--- src/rtl/pi_pinmux_pkg.sv ---
// pi_pinmux_pkg: register map, pin-function encoding and debounce counter sizing
// shared by the pin mux top and its per-pin front end.
package pi_pinmux_pkg;

  localparam logic [4:0] OFF_FUNC    = 5'h00;
  localparam logic [4:0] OFF_RISE_EN = 5'h04;
  localparam logic [4:0] OFF_FALL_EN = 5'h08;
  localparam logic [4:0] OFF_STATUS  = 5'h0C;
  localparam logic [4:0] OFF_LEVEL   = 5'h10;

  typedef enum logic {
    PIN_GPIO = 1'b0,
    PIN_ALT  = 1'b1
  } pin_func_e;

  // The down-counter only ever holds DEB_CYCLES-1 .. 0, never DEB_CYCLES itself.
  function automatic int deb_cnt_w(input int deb_cycles);
    return (deb_cycles <= 2) ? 1 : $clog2(deb_cycles);
  endfunction

endpackage

--- src/rtl/pi_pinmux_pin.sv ---
// pi_pinmux_pin: one header pin's input path -- two-flop synchroniser, optional
// debounce filter (PI_PINMUX_DEBOUNCE_EN) and filtered-level edge detector.
module pi_pinmux_pin
  import pi_pinmux_pkg::*;
#(
  parameter int DEB_CYCLES = 4
) (
  input  logic i_clk,
  input  logic i_rst,
  input  logic i_pad,
  output logic o_level,
  output logic o_rise,
  output logic o_fall
);

  logic r_sync1;
  logic r_sync2;
  logic r_level_q;
  logic w_level;

  // Bring the asynchronous pad level into the clk domain.
  always_ff @(posedge i_clk or posedge i_rst) begin
    if (i_rst) begin
      r_sync1 <= 1'b0;
      r_sync2 <= 1'b0;
    end else begin
      r_sync1 <= i_pad;
      r_sync2 <= r_sync1;
    end
  end

`ifdef PI_PINMUX_DEBOUNCE_EN
  localparam int CNT_W = deb_cnt_w(DEB_CYCLES);
  localparam logic [CNT_W-1:0] CNT_LOAD = CNT_W'(DEB_CYCLES - 1);
  localparam logic [CNT_W-1:0] CNT_TC   = CNT_W'(1);

  logic [CNT_W-1:0] r_cnt;
  logic             r_level;

  // Down-counter of remaining disagreeing samples; 0 means idle. The first
  // disagreeing sample loads DEB_CYCLES-1, so the level flips on the
  // DEB_CYCLES-th consecutive one. Any agreeing sample returns to idle.
  always_ff @(posedge i_clk or posedge i_rst) begin
    if (i_rst) begin
      r_cnt   <= '0;
      r_level <= 1'b0;
    end else if (r_sync2 == r_level) begin
      r_cnt <= '0;
    end else if ((DEB_CYCLES == 1) || (r_cnt == CNT_TC)) begin
      r_level <= r_sync2;
      r_cnt   <= '0;
    end else if (r_cnt == '0) begin
      r_cnt <= CNT_LOAD;
    end else begin
      r_cnt <= r_cnt - CNT_TC;
    end
  end

  assign w_level = r_level;
`else
  localparam int unused_deb_cycles = DEB_CYCLES;

  assign w_level = r_sync2;
`endif

  // Previous filtered level, so a transition is seen the cycle after it lands.
  always_ff @(posedge i_clk or posedge i_rst) begin
    if (i_rst) begin
      r_level_q <= 1'b0;
    end else begin
      r_level_q <= w_level;
    end
  end

  assign o_level = w_level;
  assign o_rise  = w_level & ~r_level_q;
  assign o_fall  = ~w_level & r_level_q;

endmodule

--- src/rtl/pi_pinmux.sv ---
// pi_pinmux: header pin multiplexer between a GPIO controller and an alternate
// peripheral, with filtered input levels, per-pin edge capture and a level irq.
// Build option: define PI_PINMUX_DEBOUNCE_EN to insert the DEB_CYCLES filter.
module pi_pinmux
  import pi_pinmux_pkg::*;
#(
  parameter int N_PINS     = 28,
  parameter int DEB_CYCLES = 4
) (
  input  logic              clk,
  input  logic              reset,
  input  logic [N_PINS-1:0] gpio_o,
  input  logic [N_PINS-1:0] gpio_t,
  output logic [N_PINS-1:0] gpio_i,
  input  logic [N_PINS-1:0] alt_o,
  input  logic [N_PINS-1:0] alt_t,
  output logic [N_PINS-1:0] alt_i,
  input  logic [N_PINS-1:0] pad_i,
  output logic [N_PINS-1:0] pad_o,
  output logic [N_PINS-1:0] pad_t,
  input  logic              reg_wr,
  input  logic              reg_rd,
  input  logic [4:0]        reg_addr,
  input  logic [31:0]       reg_wdata,
  output logic [31:0]       reg_rdata,
  output logic              reg_ack,
  output logic              irq
);

  logic [N_PINS-1:0] r_func;
  logic [N_PINS-1:0] r_rise_en;
  logic [N_PINS-1:0] r_fall_en;
  logic [N_PINS-1:0] r_status;
  logic              r_irq;
  logic              r_ack;
  logic [31:0]       r_rdata;

  logic [N_PINS-1:0] w_level;
  logic [N_PINS-1:0] w_rise;
  logic [N_PINS-1:0] w_fall;
  logic [N_PINS-1:0] w_capture;
  logic [N_PINS-1:0] w_w1c;
  logic [N_PINS-1:0] w_wdata;
  logic [31:0]       w_rd_val;
  logic              w_hit_func;
  logic              w_hit_rise;
  logic              w_hit_fall;
  logic              w_hit_status;
  logic              w_unused_bits;

  // Only the word index matters; bits above N_PINS are dropped on write.
  assign w_wdata       = reg_wdata[N_PINS-1:0];
  assign w_unused_bits = ^{reg_addr[1:0], reg_wdata};

  assign w_hit_func   = (reg_addr[4:2] == OFF_FUNC[4:2]);
  assign w_hit_rise   = (reg_addr[4:2] == OFF_RISE_EN[4:2]);
  assign w_hit_fall   = (reg_addr[4:2] == OFF_FALL_EN[4:2]);
  assign w_hit_status = (reg_addr[4:2] == OFF_STATUS[4:2]);

  for (genvar n = 0; n < N_PINS; n++) begin : g_pin
    pi_pinmux_pin #(
      .DEB_CYCLES(DEB_CYCLES)
    ) u_pin (
      .i_clk   (clk),
      .i_rst   (reset),
      .i_pad   (pad_i[n]),
      .o_level (w_level[n]),
      .o_rise  (w_rise[n]),
      .o_fall  (w_fall[n])
    );
  end

  assign gpio_i = w_level;
  assign alt_i  = w_level;

  // Pad drive select: combinational from FUNC so a write takes effect at once.
  always_comb begin
    pad_o = gpio_o;
    pad_t = gpio_t;
    for (int n = 0; n < N_PINS; n++) begin
      if (pin_func_e'(r_func[n]) == PIN_ALT) begin
        pad_o[n] = alt_o[n];
        pad_t[n] = alt_t[n];
      end
    end
  end

  // Read data mux; unmapped words and bits at or above N_PINS read 0.
  always_comb begin
    w_rd_val = '0;
    case (reg_addr[4:2])
      OFF_FUNC[4:2]:    w_rd_val[N_PINS-1:0] = r_func;
      OFF_RISE_EN[4:2]: w_rd_val[N_PINS-1:0] = r_rise_en;
      OFF_FALL_EN[4:2]: w_rd_val[N_PINS-1:0] = r_fall_en;
      OFF_STATUS[4:2]:  w_rd_val[N_PINS-1:0] = r_status;
      OFF_LEVEL[4:2]:   w_rd_val[N_PINS-1:0] = w_level;
      default:          w_rd_val = '0;
    endcase
  end

  assign w_capture = (w_rise & r_rise_en) | (w_fall & r_fall_en);
  assign w_w1c     = (reg_wr && w_hit_status) ? w_wdata : '0;

  // Configuration registers.
  always_ff @(posedge clk or posedge reset) begin
    if (reset) begin
      r_func    <= '0;
      r_rise_en <= '0;
      r_fall_en <= '0;
    end else if (reg_wr) begin
      if (w_hit_func) r_func    <= w_wdata;
      if (w_hit_rise) r_rise_en <= w_wdata;
      if (w_hit_fall) r_fall_en <= w_wdata;
    end
  end

  // Edge status: clear first, then OR in captures so a same-cycle set wins.
  always_ff @(posedge clk or posedge reset) begin
    if (reset) begin
      r_status <= '0;
    end else begin
      r_status <= (r_status & ~w_w1c) | w_capture;
    end
  end

  // Interrupt is registered from the current status and enables.
  always_ff @(posedge clk or posedge reset) begin
    if (reset) begin
      r_irq <= 1'b0;
    end else begin
      r_irq <= |(r_status & (r_rise_en | r_fall_en));
    end
  end

  // Bus response: one-cycle ack, read data sampled before any same-cycle write.
  always_ff @(posedge clk or posedge reset) begin
    if (reset) begin
      r_ack   <= 1'b0;
      r_rdata <= '0;
    end else begin
      r_ack   <= reg_wr | reg_rd;
      r_rdata <= reg_rd ? w_rd_val : '0;
    end
  end

  assign irq       = r_irq;
  assign reg_ack   = r_ack;
  assign reg_rdata = r_rdata;

endmodule

--- config.mk ---
export PLATFORM = sky130hd
export DESIGN_NAME = pi_pinmux
export DESIGN_NICKNAME = d
export VERILOG_FILES = /design/src/rtl/pi_pinmux_pkg.sv /design/src/rtl/pi_pinmux_pin.sv /design/src/rtl/pi_pinmux.sv
export SDC_FILE = /design/constraint.sdc
export NUM_CORES = 1
export LEC_CHECK = 0
export BUFFER_PORTS_ARGS = -buffer_cell sky130_fd_sc_hd__buf_4
export CAP_MARGIN = 30
export CORE_ASPECT_RATIO = 0.9
export CORE_MARGIN = 2
export CORE_UTILIZATION = 52
export DETAILED_ROUTE_END_ITERATION = 10
export PLACE_DENSITY = 0.82
export SLEW_MARGIN = 20
export SYNTH_ARGS = -nofsm -noshare
export SYNTH_HDL_FRONTEND = slang
export SYNTH_SLANG_ARGS = --single-unit
--- constraint.sdc ---
create_clock -name clk -period 12.1 [get_ports clk]
set_input_delay 1.21 -clock clk [delete_from_list [all_inputs] [get_ports clk]]
set_output_delay 1.21 -clock clk [all_outputs]
set_load 0.01 [all_outputs]
== Word level (Yosys, flattened, before mapping) ==
Index checks and enable logic that the tools add are counted.
Operators by class
  bitwise operators: 121
  reduce and logical (&&, ||, !) cells: 6
  equality and inequality tests: 4
  muxes and demuxes: 59
Operators by type and width (count)
  $pmux 28 s5: 1
  $and 28x28->28: 4
  $or 28x28->28: 3
  $and 1x1->1: 56
  $mux 1: 56
  $mux 28: 2
  $not 1->1: 56
  $not 28->28: 1
  $reduce_or 28->1: 1
  $eq 3x2->1 const B: 2
  $reduce_and 2->1: 3
  $eq 3x1->1 const B: 1
  $eq 3x3->1 const B: 1
  $logic_not 3->1: 1
  $logic_and 1x1->1: 1
  $or 1x1->1: 1
Word-level totals
  logic and storage cells: 281
  register bits: 226
  output and inout bits: 146

== Logic depth before layout (Yosys ltp) ==
Gate-level depths: netlist (run 1).
  depth in word-level cells: 6
  depth in mapped cells: 7
  depth with buffers taken out: 4

== Cells and area by module ==
From an unflattened synthesis (run 1), not the netlist that was laid out.
Second synthesis, totals
  cell total of the unflattened synthesis: 763
  area total of the unflattened synthesis: 10166.0 um^2
By module, submodules not included
  pi_pinmux: cells each 595, area each 7538.5 um^2, times used 1, seq. area each 3553.4 um^2
  pi_pinmux_pin: cells each 6, area each 93.8 um^2, times used 28, seq. area each 75.1 um^2

== Least setup slack after synthesis (run 1) ==
Ideal clock, no wire load.
  path kind: input -> output
  start point: input port alt_o[0]
  end point: output port pad_o[0]
  buffers on the path: 0
  arrival time: 1.485 ns
  stages on the path: 1
  path slack: 9.405 ns
  cells stage by stage: mux2_2
On the way
  longest elaborated chain between the ends: 1
Ends and longest elaborated chain
  from (decl): RTL line pi_pinmux.sv:15  | input logic [N_PINS-1:0] alt_o,
  $mux 1: RTL line pi_pinmux.sv:81  | if (pin_func_e'(r_func[n]) == PIN_ALT) begin
  to (decl): RTL line pi_pinmux.sv:19  | output logic [N_PINS-1:0] pad_o,
No other way between the ends.

== Worst setup path in the final report (run 1) ==
  start point: input port reg_addr[4]
  end point: register r_rise_en[16]
On the way
  longest elaborated chain between the ends: 2
Ends and longest elaborated chain
  from (decl): RTL line pi_pinmux.sv:23  | input logic [4:0] reg_addr,
  $eq 3x1->1: RTL line pi_pinmux.sv:56  | assign w_hit_rise = (reg_addr[4:2] == OFF_RISE_EN[4:2]);
  $reduce_and 2->1 (no line)
  to (signal assigned): RTL line pi_pinmux.sv:112  | if (w_hit_rise) r_rise_en <= w_wdata;
  to (decl): RTL line pi_pinmux.sv:31  | logic [N_PINS-1:0] r_rise_en;
No other way between the ends.
A chain may end at the register's enable or synchronous reset.

==> impl_results.md, run 1 <==
- Critical path data required time: around 12 ns
- Post-CTS Setup Inserts: 0
- Core region area: 0.01858 mm2
- Class of the most critical setup path: in2reg
- Core Util, Final: 0.6962
- Worst R2R Setup Slack: around 10 ns
- Vias: about 7200
- Drt wl/cell: 19.36 um
- GRT Overall Usage: 0.2442
- Width of the chip: 149.8 um
- Warning count from the yosys run: 0
- Proportion of power drawn by flip-flops and latches: 0.455
- Worst path setup slack after routing: 8.845 ns
- Clock insertion delay at the later pin of the skew report: 0.51 ns
- Area growth syn-to-layout: 30.10%
- Clock network power share: 0.359
- Number of cells traversed by the worst hold path: 0
- RR Startpoint: r_fall_en[7]$_DFFE_PP0P_
- Hold Path Sink: g_pin[8].u_pin.o_level$_DFF_PP0_
- Post-place instance area: 0.01206 mm2
- Unrepaired setup endpoints after global routing: false
- Number of vias per cell: 5.469
- Clock root buffer master: sky130_fd_sc_hd__clkbuf_16
- Pre-Repair DR Iteration Count: 5
- Final hold vios: 0
- Kind of capture point of the worst setup path: flip-flop
- Share of total power consumed by net switching: 0.2603
- Number of clock sinks: 226
- Effective utilization at floorplan: 0.5351
- Post-detailed-route count of antenna-violating nets: 0
- Synth Cell Area: between 0.009 and 0.01 mm2
- Data arrival time of the critical path: 3.64 ns
- Measured slew at the worst slew-check pin: 0.8617 ns
- Post-route setup TNS: 0 ns
- Cell Int Power: 1.545 mW
- DP Worst Slack: 8.341 ns
- Highest cell delay on the worst timing path: 0.90 ns
- Post-cts gate resize count: 0
- F_max: a little over 0.3 GHz
- Total global routing overflow: 0
- Outcome: finished, final reports clean
- Number of distinct standard cells referenced by the synthesized netlist: 31
- Peak supply drop: 0.1251 mV
- DRC errors left: 0
- Max-cap violations: 0
- Buf/Inv on CP: 2
- Fin nets: 1232
- Wire length of the first global-routing pass: between 30000 and 40000 um
- Total Die Area: ~0.020 mm2
- Final wirelength: 25420 um
- Leakage power of the design: 6.010 nW
- Highest-count cells in the layout ignoring fill and taps: sky130_fd_sc_hd__buf_4 (322), sky130_fd_sc_hd__dfrtp_1 (226), sky130_fd_sc_hd__nand2_1 (86), sky130_fd_sc_hd__mux2_2 (80), sky130_fd_sc_hd__a21oi_1 (56)
- Most common cell on crit path: sky130_fd_sc_hd__buf_4
- Clock buffers created by TritonCTS: 24
- TritonCTS clock tree: built
- Top cell family by delay on the critical path: simple AND/OR/NAND/NOR gates
- Startpoint of the most critical hold path: g_pin[8].u_pin.r_sync1$_DFF_PP0_
- Endpoint of the lowest-slack register-to-register path: irq$_DFF_PP0_
- Kind of start point of the critical path: primary input
- Detailed Route Iter0 Violations: around 280
- HPWL after detailed placement: 16640 um
- Die boundary height: 135.2 um
- Fin crit share: 0.2690
- Power Dens Cells: 161.4 mW/mm2
- Hold-fix buffers at CTS: 0
- Commonest non-fill, non-tap cell in the layout: sky130_fd_sc_hd__buf_4
- Number of diodes: 0
- Avg Synthesized Cell Area: around 13 um2
- Class of the worst hold path: reg2reg
- CTS HTree Levels: 1
- Number of port buffers: 316
- Total I/O pin count: 327
- Min Tclk post-route: 3.255 ns
- Largest net degree at the start of global routing: 145
- Number of standard-cell rows in the floorplan: 47
- Total net switching power: 543.7 uW
- Crit path max-delay cell type: sky130_fd_sc_hd__nor3b_4
- Layout Cell Area excl Fill: about 0.013 mm2
- Max transition margin: 0.4249
- Total of flip-flops plus latches after synthesis: 226
- Max-slew violations: 0
- Initial antenna violation count: 0
- Fraction of layout instances using a drive strength above 1: 0.4607
- CTS max path bufs: 3
- Clock Pin Slew Worst Setup and Hold Paths: 0.06 ns
- Clk_skew: 0.01009 ns
- Endpoints failing setup: 0
- R2R depth: 4
- Number of global-route vias before repair: 7276
- Maximum fanout encountered on the critical timing path: 29
- Cells along the critical path: buf_4, nand2b_2, nor3b_4, buf_4, mux2_1
- Part of the power in combinational logic: 0.187
- Final weighted congestion of routability-driven global placement: 0.7959
- Gate count of the mapped netlist: 786
- Sequential area share after synthesis: 0.5687
metal layers:
metal | GRT usage | part of all wire | up-vias
met4 | 0.05765 | 0.020 | 0
met3 | 0.04916 | 0.084 | 35
met1 | 0.3249 | 0.41 | 3558
met5 | 0 | 0 | -
li1 | - | - | 3256
met2 | 0.4169 | 0.49 | 332
worst max-delay path by stage:
stage	cells after the start	endpoint	slack (ns)	startpoint
after detailed placement	5	r_rise_en[16]$_DFFE_PP0P_	8.34	reg_addr[4]
after global routing	5	r_rise_en[16]$_DFFE_PP0P_	8.76	reg_addr[4]
after CTS	5	r_rise_en[16]$_DFFE_PP0P_	8.84	reg_addr[4]
after floorplan	1	g_pin[0].u_pin.o_level$_DFF_PP0_	4.70	reset
after global placement	5	r_rise_en[16]$_DFFE_PP0P_	8.34	reg_addr[4]
final	5	r_rise_en[16]$_DFFE_PP0P_	8.85	reg_addr[4]
flip-flops by register name (all words and copies together) (netlist names), 28 cells and up:
signal / count
g_pin.u_pin.o_level: 28
g_pin.u_pin.r_level_q: 28
g_pin.u_pin.r_sync1: 28
r_fall_en: 28
r_func: 28
r_rise_en: 28
r_status: 28
reg_rdata: 28
cell usage after synthesis:
master | n | area (um2)
sky130_fd_sc_hd__nor3b_2 | 2 | 25.02
sky130_fd_sc_hd__nand4_1 | 7 | 43.79
sky130_fd_sc_hd__a21o_1 | 25 | 187.7
sky130_fd_sc_hd__buf_8 | 2 | 30.03
sky130_fd_sc_hd__nor3b_4 | 1 | 18.77
sky130_fd_sc_hd__dfrtp_1 | 226 | 5655
sky130_fd_sc_hd__a22oi_1 | 28 | 210.2
sky130_fd_sc_hd__nor2_1 | 28 | 105.1
sky130_fd_sc_hd__o22ai_1 | 25 | 156.4
sky130_fd_sc_hd__nor3_1 | 1 | 5.000
sky130_fd_sc_hd__nand2_1 | 86 | 322.8
sky130_fd_sc_hd__and2_4 | 1 | 8.760
sky130_fd_sc_hd__nor3_2 | 1 | 10.01
sky130_fd_sc_hd__inv_1 | 1 | 3.750
sky130_fd_sc_hd__buf_4 | 64 | 480.5
sky130_fd_sc_hd__nand2b_1 | 1 | 6.260
sky130_fd_sc_hd__buf_2 | 15 | 75.07
sky130_fd_sc_hd__and2_1 | 1 | 6.260
sky130_fd_sc_hd__or2_2 | 1 | 6.260
sky130_fd_sc_hd__nor4_1 | 1 | 6.260
sky130_fd_sc_hd__o211ai_1 | 3 | 22.52
sky130_fd_sc_hd__buf_6 | 8 | 90.09
sky130_fd_sc_hd__mux2_1 | 20 | 225.2
sky130_fd_sc_hd__nand3b_1 | 3 | 22.52
sky130_fd_sc_hd__mux2_4 | 40 | 600.6
sky130_fd_sc_hd__conb_1 | 1 | 3.750
sky130_fd_sc_hd__a21oi_1 | 56 | 280.3
sky130_fd_sc_hd__mux2_2 | 80 | 900.9
sky130_fd_sc_hd__o21ai_0 | 29 | 145.1
sky130_fd_sc_hd__mux2i_1 | 28 | 280.3
sky130_fd_sc_hd__and4b_1 | 1 | 10.01
worst reg2reg max path: stages (launching register included):
cell and delay (ns):
sky130_fd_sc_hd__dfrtp_1 0.41, sky130_fd_sc_hd__o21ai_0 0.41, sky130_fd_sc_hd__nand4_1 0.21, sky130_fd_sc_hd__nor4_1 0.49, sky130_fd_sc_hd__nand2_1 0.10
cells by family after synthesis:
logic type	Yosys count	synth area share
AOI/OAI and AO/OA	166	0.1008
buffers and inverters	90	0.06832
DFF	226	0.5687
muxes	168	0.2018
other	1	0.0003771
and+or+nand+nor	135	0.06002
power groups by stage:
stage / clock network (mW) / logic [mW] / registers, mW
after CTS: 0.762 / 0.392 / 0.947
after detailed placement: 0 / 0.389 / 0.960
after floorplan: 0 / 0.244 / 0.932
after global placement: 0 / 0.377 / 0.954
after global routing: 0.796 / 0.422 / 0.963
final: 0.749 / 0.390 / 0.949
final cells by class:
| cell class | count | area, um2 |
|---|---|---|
| Clock buffer | 38 | 744.5 |
| Timing Repair Buffer | 325 | 2500 |
| Multi-Input combinational cell | 473 | 3645 |
| Inverter | 1 | 11.26 |
| Fill cell | 1323 | 5645 |
| Tap cell | 245 | 306.5 |
| Sequential cell | 226 | 5655 |
| Clock inverter | 5 | 75.07 |
through the flow:
step	hold slack (ns)	instances	power, mW
floorplan	0.3312	789	1.177
global placement	0.3313	1267	1.331
detailed placement	0.3355	1268	1.348
CTS	0.3467	1311	2.101
global route	0.3510	1313	2.182
finish	0.3414	1313	2.089
(Power assumes the default switching activity.)
==> inputs of run 2 (changes only) <==
ABC_AREA = 1   (was unset)
CORE_UTILIZATION = 51   (was 52)
PLACE_DENSITY = 0.8   (was 0.82)
clock period = 3.3 ns   (was 12.1 ns; I/O delays follow)
==> run 2 against run 1 <==
Wire length is 1.1% lower. Worst setup slack lost 7.4 ns. Die area increased by 1.9%. Largest cell class unchanged. Area after synthesis is essentially flat. Global-route usage fell by 0.33 points. Final cell count up 24%. Count of clock-buffer cells in the layout down 4. Clock power grew to 3.3 times the previous value. Sequential share of layout area fell by 0.41 points. Sequential cell count unchanged.
==> impl_results.md, run 2 <==
- Outcome: finished, final reports clean
- Post-route setup TNS: 0 ns (unchanged)
- CTS HTree Levels: 1 (unchanged)
- Width of the chip: 151.2 um (+0.97%)
- Worst R2R Setup Slack: 2.06 ns (-8.29 ns)
- Wire length of the first global-routing pass: 39450 um (+2.6%)
- Final hold vios: 0 (unchanged)
- Initial antenna violation count: 0 (unchanged)
- Global-route track usage on met1: 0.3148 (-0.01017)
- Library cell with the highest instance count after synthesis: sky130_fd_sc_hd__nand2_1
- Total of flip-flops plus latches after synthesis: 226 (unchanged)
- Leakage power of the design: 6.539 nW (+8.8%)
- Effective utilization at floorplan: 0.5193 (-0.01588)
- Total global routing overflow: 0 (unchanged)
- HPWL after detailed placement: 17230 um (+3.5%)
- Number of port buffers: 316 (unchanged)
- Number of clock sinks: 226 (unchanged)
- Number of global-route vias before repair: 7998 (+9.9%)
- Data arrival time of the critical path: 1.48 ns (-2.16 ns)
- Post-CTS Setup Inserts: 0 (unchanged)
- Proportion of power drawn by flip-flops and latches: 0.475 (+0.020)
- Highest-count cells in the layout ignoring fill and taps: sky130_fd_sc_hd__buf_4 (326), sky130_fd_sc_hd__nand2_1 (286), sky130_fd_sc_hd__dfrtp_1 (226), sky130_fd_sc_hd__nor2_1 (102), sky130_fd_sc_hd__nand3_1 (86)
- Fraction of layout instances using a drive strength above 1: 0.3163 (-0.1443)
- Class of the most critical setup path: reg2out
- Synth top area share: 0.5685 (about the same)
- Kind of capture point of the worst setup path: primary output
- Post-cts gate resize count: 0 (unchanged)
- Peak supply drop: 0.4017 mV (+220%)
- Total I/O pin count: 327 (unchanged)
- Endpoints failing setup: 0 (unchanged)
- Synth Cell Area: 0.009948 mm2 (about the same)
- Critical path data required time: 2.97 ns (-9.51 ns)
- Die boundary height: 136.5 um (+0.97%)
- Drt wl/cell: 15.51 um (-20%)
- TritonCTS clock tree: built
- EDFF count, synth: 0 (unchanged)
- Most frequent cells after synthesis: sky130_fd_sc_hd__nand2_1 (289), sky130_fd_sc_hd__dfrtp_1 (226), sky130_fd_sc_hd__nor2_1 (102), sky130_fd_sc_hd__nand3_1 (86), sky130_fd_sc_hd__o21ai_1 (76)
- Power Dens Cells: 553.5 mW/mm2 (+240%)
- Final wirelength: 25150 um (-1.1%)
- Layout Cell Area excl Fill: 0.01306 mm2 (+0.95%)
- Number of vias per cell: 5.128 (-6.2%)
- Avg Synthesized Cell Area: 9.297 um2 (-27%)
- Area growth syn-to-layout: 31.28%
- Clock root buffer master: sky130_fd_sc_hd__clkbuf_16
- Cell taking the most area after synthesis: sky130_fd_sc_hd__dfrtp_1
- Measured slew at the worst slew-check pin: 0.8919 ns (+0.03018 ns)
- Number of standard-cell rows in the floorplan: 48 (+2.1%)
- Unrepaired setup endpoints after global routing: false
- Detailed Route Iter0 Violations: 551 (+100%)
- Post-place instance area: 0.01205 mm2 (-0.13%)
- Share of total power consumed by net switching: 0.2725 (+0.01215)
- Storage cell area: 0.005655 mm2 (unchanged)
- Hold-fix buffers at CTS: 28 (+28)
- Max-slew violations: 0 (unchanged)
- Leading post-synthesis cells by cell area: sky130_fd_sc_hd__dfrtp_1 (57%), sky130_fd_sc_hd__nand2_1 (11%), sky130_fd_sc_hd__mux2_2 (6.3%), sky130_fd_sc_hd__buf_4 (5.2%), sky130_fd_sc_hd__nand3_1 (4.3%)
- Total Die Area: 0.02064 mm2 (+1.9%)
- Commonest non-fill, non-tap cell in the layout: sky130_fd_sc_hd__buf_4
- Largest net degree at the start of global routing: 165 (+14%)
- Clk_skew: 0.01227 ns (+0.002181 ns)
- Min Tclk post-route: between 1.5 and 2 ns
- Core Util, Final: 0.6817 (-0.01452)
- Fin nets: 1540 (+25%)
- Cell Int Power: 5.259 mW (+240%)
- Sequential area share after synthesis: 0.5685 (about the same)
- Ys flop type: sky130_fd_sc_hd__dfrtp_1
- Part of the power in combinational logic: 0.179 (-0.008)
- Maximum fanout encountered on the critical timing path: 4 (-86%)
- Power consumption: 7.229 mW (+250%)
- Post-detailed-route count of antenna-violating nets: 0 (unchanged)
- Number of diodes: 0 (unchanged)
- Max-cap violations: 0 (unchanged)
- Clock insertion delay at the later pin of the skew report: 0.50 ns (about the same)
- Clock buffers created by TritonCTS: 24 (unchanged)
- Max transition margin: 0.4054 (-0.01951)
- Gate count of the mapped netlist: 1070 (+36%)
- Met2 global-route usage: 0.4218 (+0.004899)
- Clock network power share: 0.346 (-0.013)
- Fillers: 1481 (+12%)
- Pre-Repair DR Iteration Count: 5 (unchanged)
- Vias: 8318 (+16%)
- Number of distinct standard cells referenced by the synthesized netlist: 22 (-29%)
- Core region area: 0.01916 mm2 (+3.1%)
- GRT Overall Usage: 0.2409 (-0.003342)
- F_max: 0.5534 GHz
- Clock Pin Slew Worst Setup and Hold Paths: 0.06 ns (about the same)
- Area used by multi-input combinational logic: 0.003359 mm2 (-7.8%)
- Most used routing layer in global routing: met2
- Kind of start point of the critical path: flip-flop
- Met3 track demand over resource in global routing: 0.03667 (-0.01249)
- Synth async-reset ratio: 1.000 (unchanged)
- Warning count from the yosys run: 0 (unchanged)
- Final weighted congestion of routability-driven global placement: 0.7664 (-3.7%)
- Fin crit share: 0.5476
- DRC errors left: 0 (unchanged)
- Total net switching power: 1.970 mW (+260%)
- CTS max path bufs: 3 (unchanged)
- Class of the worst hold path: in2reg
## run 2: changes by cell type after synthesis, sizes merged, moves of 7 or more
cell / previous run / this run
nand3: 0 / 86
mux2: 140 / 56
o22ai: 25 / 0
o21ai: 29 / 139
a21oi: 56 / 0
a22oi: 28 / 0
nor2: 28 / 105
nand4: 7 / 0
mux2i: 28 / 0
a21o: 25 / 0
nand2: 86 / 292
inv: 1 / 66
## run 2: layout make-up
class	instances	area share
flip-flops and latches	226	0.4330
clock inverters	5	0.002587
multi-input cells	686	0.2572
repair buffers	355	0.2104
clock buffers	34	0.05355
inverters	66	0.01926
well taps	250	0.02395
## run 2: cells by family after synthesis
| family | after synthesis | synth area share |
|---|---|---|
| and+or+nand+nor | 486 | 0.2001 |
| DFF | 226 | 0.5685 |
| buffers and inverters | 161 | 0.09697 |
| AOI/OAI and AO/OA | 140 | 0.07068 |
| muxes | 56 | 0.06339 |
| other | 1 | 0.0003769 |
## run 2: path summary, 6_finish.rpt
path / start / cells past startpoint / to
worst max-delay path: r_func[9]$_DFFE_PP0P_ / 2 / pad_o[9]
worst min-delay path: reg_rd / 2 / reg_ack$_DFF_PP0_
worst max register to register: r_fall_en[22]$_DFFE_PP0P_ / 6 / irq$_DFF_PP0_
worst min register to register: g_pin[1].u_pin.r_sync1$_DFF_PP0_ / 0 / g_pin[1].u_pin.o_level$_DFF_PP0_
max in group asynchronous: reset / 3 / g_pin[2].u_pin.r_sync1$_DFF_PP0_
min in group asynchronous: reset / 3 / r_func[15]$_DFFE_PP0P_
## run 2: through the flow
| stage | instances | hold WS, ns | worst slack, ns |
|---|---|---|---|
| after global routing | 1622 | 0.02976 | 1.446 |
| after global placement | 1555 | 0.3318 | 1.157 |
| after CTS | 1622 | 0.01588 | 1.473 |
| final | 1622 | 0.03921 | 1.493 |
| after floorplan | 1073 | 0.3312 | 0.01800 |
| after detailed placement | 1555 | 0.3347 | 1.070 |
## run 2: power by group through the flow
stage,Combinational (mW),Sequential [mW],Clock (mW)
3_5_place_dp,1.28,3.47,0
2_1_floorplan,0.774,3.39,0
3_3_place_gp,1.23,3.45,0
4_1_cts,1.31,3.42,2.56
6_report,1.30,3.43,2.50
5_1_grt,1.45,3.48,2.68
## run 2: worst max-delay path: stages, from the launching register on
cell	delay, ns
sky130_fd_sc_hd__dfrtp_1	0.46
sky130_fd_sc_hd__mux2_2	0.37
sky130_fd_sc_hd__buf_4	0.14
## run 2: layer usage
layer | vias up | wire length, um
li1 | 3954 | -
met1 | 3988 | 10360
met2 | 329 | 12710
met3 | 47 | 1583
met4 | 0 | 503
met5 | - | 0
==> inputs of run 3 (changes only) <==
clock period = 1.9 ns   (was 3.3 ns; I/O delays follow)
==> run 3 against run 2 <==
Combinational power rose by 80%. Sequential power rose by 74%. Largest cell class unchanged. Hold slack got worse by 0.034 ns. Highest routed layer unchanged. Non-clock buffer count rose by 38. Critical endpoint is now pad_t[24]. Core utilization rose by 2.2 points.
==> impl_results.md, run 3 (synthesized netlist as in run 2, its figures left out) <==
- Number of global-route vias before repair: 8346 (+4.4%)
- Clock buffers created by TritonCTS: 24 (unchanged)
- Hold Path Sink: r_func[25]$_DFFE_PP0P_
- Number of diodes: 0 (unchanged)
- DRC errors left: 0 (unchanged)
- Number of cells traversed by the worst hold path: 3 (+1)
- Fin Hold WS: 0.005162 ns (-0.03405 ns)
- Leakage power of the design: 6.738 nW (+3.0%)
- Drt wl/cell: 16.07 um (+3.6%)
- Total I/O pin count: 327 (unchanged)
- Worst R2R Setup Slack: 0.64 ns (-1.42 ns)
- Top cell family by delay on the critical path: flip-flops
- Hold-fix buffers at CTS: 57 (+100%)
- Peak supply drop: 0.5776 mV (+44%)
- Kind of start point of the critical path: flip-flop
- Wire length of the first global-routing pass: 41500 um (+5.2%)
- Critical path data required time: 1.71 ns (-1.26 ns)
- Max-slew violations: 0 (unchanged)
- Core region area: 0.01916 mm2 (unchanged)
- Power consumption: 12.77 mW (+77%)
- Unrepaired setup endpoints after global routing: false
- R2R depth: 6 (unchanged)
- Post-place instance area: 0.01215 mm2 (+0.87%)
- Fin nets: 1578 (+2.5%)
- Min Tclk post-route: 1.682 ns
- Final weighted congestion of routability-driven global placement: 0.8048 (+5.0%)
- Clock Pin Slew Worst Setup and Hold Paths: 0.06 ns (about the same)
- Width of the chip: 151.2 um (unchanged)
- Post-route setup TNS: 0 ns (unchanged)
- Fillers: 1427 (-3.6%)
- Endpoints failing setup: 0 (unchanged)
- Area growth syn-to-layout: 35.52%
- Vias: 8485 (+2.0%)
- HPWL after detailed placement: 17710 um (+2.8%)
- Endpoint of the lowest-slack register-to-register path: irq$_DFF_PP0_
- Power Dens Cells: 947.2 mW/mm2 (+71%)
- Clk_skew: 0.009621 ns (-0.002647 ns)
- Number of port buffers: 316 (unchanged)
- Number of clock sinks: 226 (unchanged)
- Commonest non-fill, non-tap cell in the layout: sky130_fd_sc_hd__buf_4
- Final hold vios: 0 (unchanged)
- Layout Cell Area excl Fill: 0.01348 mm2 (+3.2%)
- Number of standard-cell rows in the floorplan: 48 (unchanged)
- CTS HTree Levels: 1 (unchanged)
- CTS max path bufs: 3 (unchanged)
- Final wirelength: 26750 um (+6.4%)
- Area used by multi-input combinational logic: 0.003359 mm2 (unchanged)
- Startpoint of the most critical hold path: reg_wdata[25]
- Total global routing overflow: 0 (unchanged)
- TritonCTS clock tree: built
- Class of the most critical setup path: reg2out
- Clock insertion delay at the later pin of the skew report: 0.52 ns (+0.02 ns)
- Pre-Repair DR Iteration Count: 5 (unchanged)
- Effective utilization at floorplan: 0.5193 (unchanged)
- Fraction of layout instances using a drive strength above 1: 0.3166 (about the same)
- Die boundary height: 136.5 um (unchanged)
- Detailed Route Iter0 Violations: 606 (+10%)
- Class of the worst hold path: in2reg
- Post-detailed-route count of antenna-violating nets: 0 (unchanged)
- Max transition margin: 0.5285 (+0.1231)
- RR Startpoint: r_fall_en[22]$_DFFE_PP0P_
- Maximum fanout encountered on the critical timing path: 4 (unchanged)
- GRT Overall Usage: 0.2550 (+0.01412)
- Fin crit share: 0.8850
- Number of vias per cell: 5.096 (-0.63%)
- Cells along the critical path: mux2_2, buf_4
- F_max: 0.5947 GHz
- Highest cell delay on the worst timing path: 0.44 ns (-0.02 ns)
- Measured slew at the worst slew-check pin: 0.7063 ns (-0.1856 ns)
- Storage cell area: 0.005655 mm2 (unchanged)
- Largest net degree at the start of global routing: 96 (-42%)
- Crit path max-delay cell type: sky130_fd_sc_hd__dfrtp_1
- Buf/Inv on CP: 1 (unchanged)
- Post-cts gate resize count: 0 (unchanged)
- Initial antenna violation count: 0 (unchanged)
- Post-CTS Setup Inserts: 0 (unchanged)
- Kind of capture point of the worst setup path: primary output
- Outcome: finished, final reports clean
- Clock root buffer master: sky130_fd_sc_hd__clkbuf_16
- Highest-count cells in the layout ignoring fill and taps: sky130_fd_sc_hd__buf_4 (332), sky130_fd_sc_hd__nand2_1 (286), sky130_fd_sc_hd__dfrtp_1 (226), sky130_fd_sc_hd__nor2_1 (102), sky130_fd_sc_hd__nand3_1 (86)
- Max-cap violations: 0 (unchanged)
- Total Die Area: 0.02064 mm2 (unchanged)
- Data arrival time of the critical path: 1.49 ns (about the same)
run 3: cell types whose count changed in the layout (fill, tap and decap cells not counted):
| cell | change |
|---|---|
| sky130_fd_sc_hd__dlygate4sd3_1 | +29 |
| sky130_fd_sc_hd__buf_4 | +6 |
| sky130_fd_sc_hd__clkbuf_16 | -1 |
| sky130_fd_sc_hd__clkinv_2 | +6 |
| sky130_fd_sc_hd__clkbuf_8 | -1 |
| sky130_fd_sc_hd__bufinv_16 | +1 |
| sky130_fd_sc_hd__clkinv_8 | +1 |
| sky130_fd_sc_hd__inv_8 | -1 |
| sky130_fd_sc_hd__buf_12 | +3 |
run 3: metal layers:
metal	track usage	routed length, um	vias to the layer above
met5	0	0	-
met4	0.06957	523	0
met3	0.03767	1933	42
met2	0.4565	13860	349
met1	0.3240	10430	4062
li1	-	-	4032
run 3: worst max-delay path by stage:
| stage | start | end | slack [ns] | cells past startpoint |
|---|---|---|---|---|
| floorplan | reset | g_pin[0].u_pin.o_level$_DFF_PP0_ | -1.24 | 1 |
| global placement | reg_addr[3] | r_status[5]$_DFF_PP0_ | 0.42 | 8 |
| detailed placement | reg_addr[3] | r_status[27]$_DFF_PP0_ | 0.35 | 8 |
| CTS | r_func[24]$_DFFE_PP0P_ | pad_t[24] | 0.19 | 2 |
| global route | r_func[24]$_DFFE_PP0P_ | pad_t[24] | 0.17 | 2 |
| finish | r_func[24]$_DFFE_PP0P_ | pad_t[24] | 0.22 | 2 |
run 3: power by group:
part           total, mW  switching (mW)  internal [mW]
Sequential          5.97           0.567           5.40
Clock               4.46            1.88           2.59
Combinational       2.34            1.10           1.24
Total               12.8            3.54           9.23
run 3: worst min-delay path, delay by kind of cell:
| kind | cells | cell delay [ns] |
|---|---|---|
| buf+inv | 2 | 0.14 |
| compound gates | 1 | 0.14 |
run 3: metrics by stage:
step / setup slack, ns / cells / utilization
final: 0.2185 / 1665 / 0.7037
after global routing: 0.1746 / 1665 / 0.7037
after CTS: 0.1905 / 1665 / 0.7037
after detailed placement: 0.3493 / 1564 / 0.6343
after global placement: 0.4168 / 1564 / 0.6343
after floorplan: -1.242 / 1073 / -
run 3: layout make-up:
cell class	instances	share of cell area
Inverter	66	0.01865
Clock buffer	32	0.04900
Timing Repair Buffer	393	0.2331
Clock inverter	12	0.007332
Tap cell	250	0.02320
Multi-Input combinational cell	686	0.2492
Sequential cell	226	0.4195
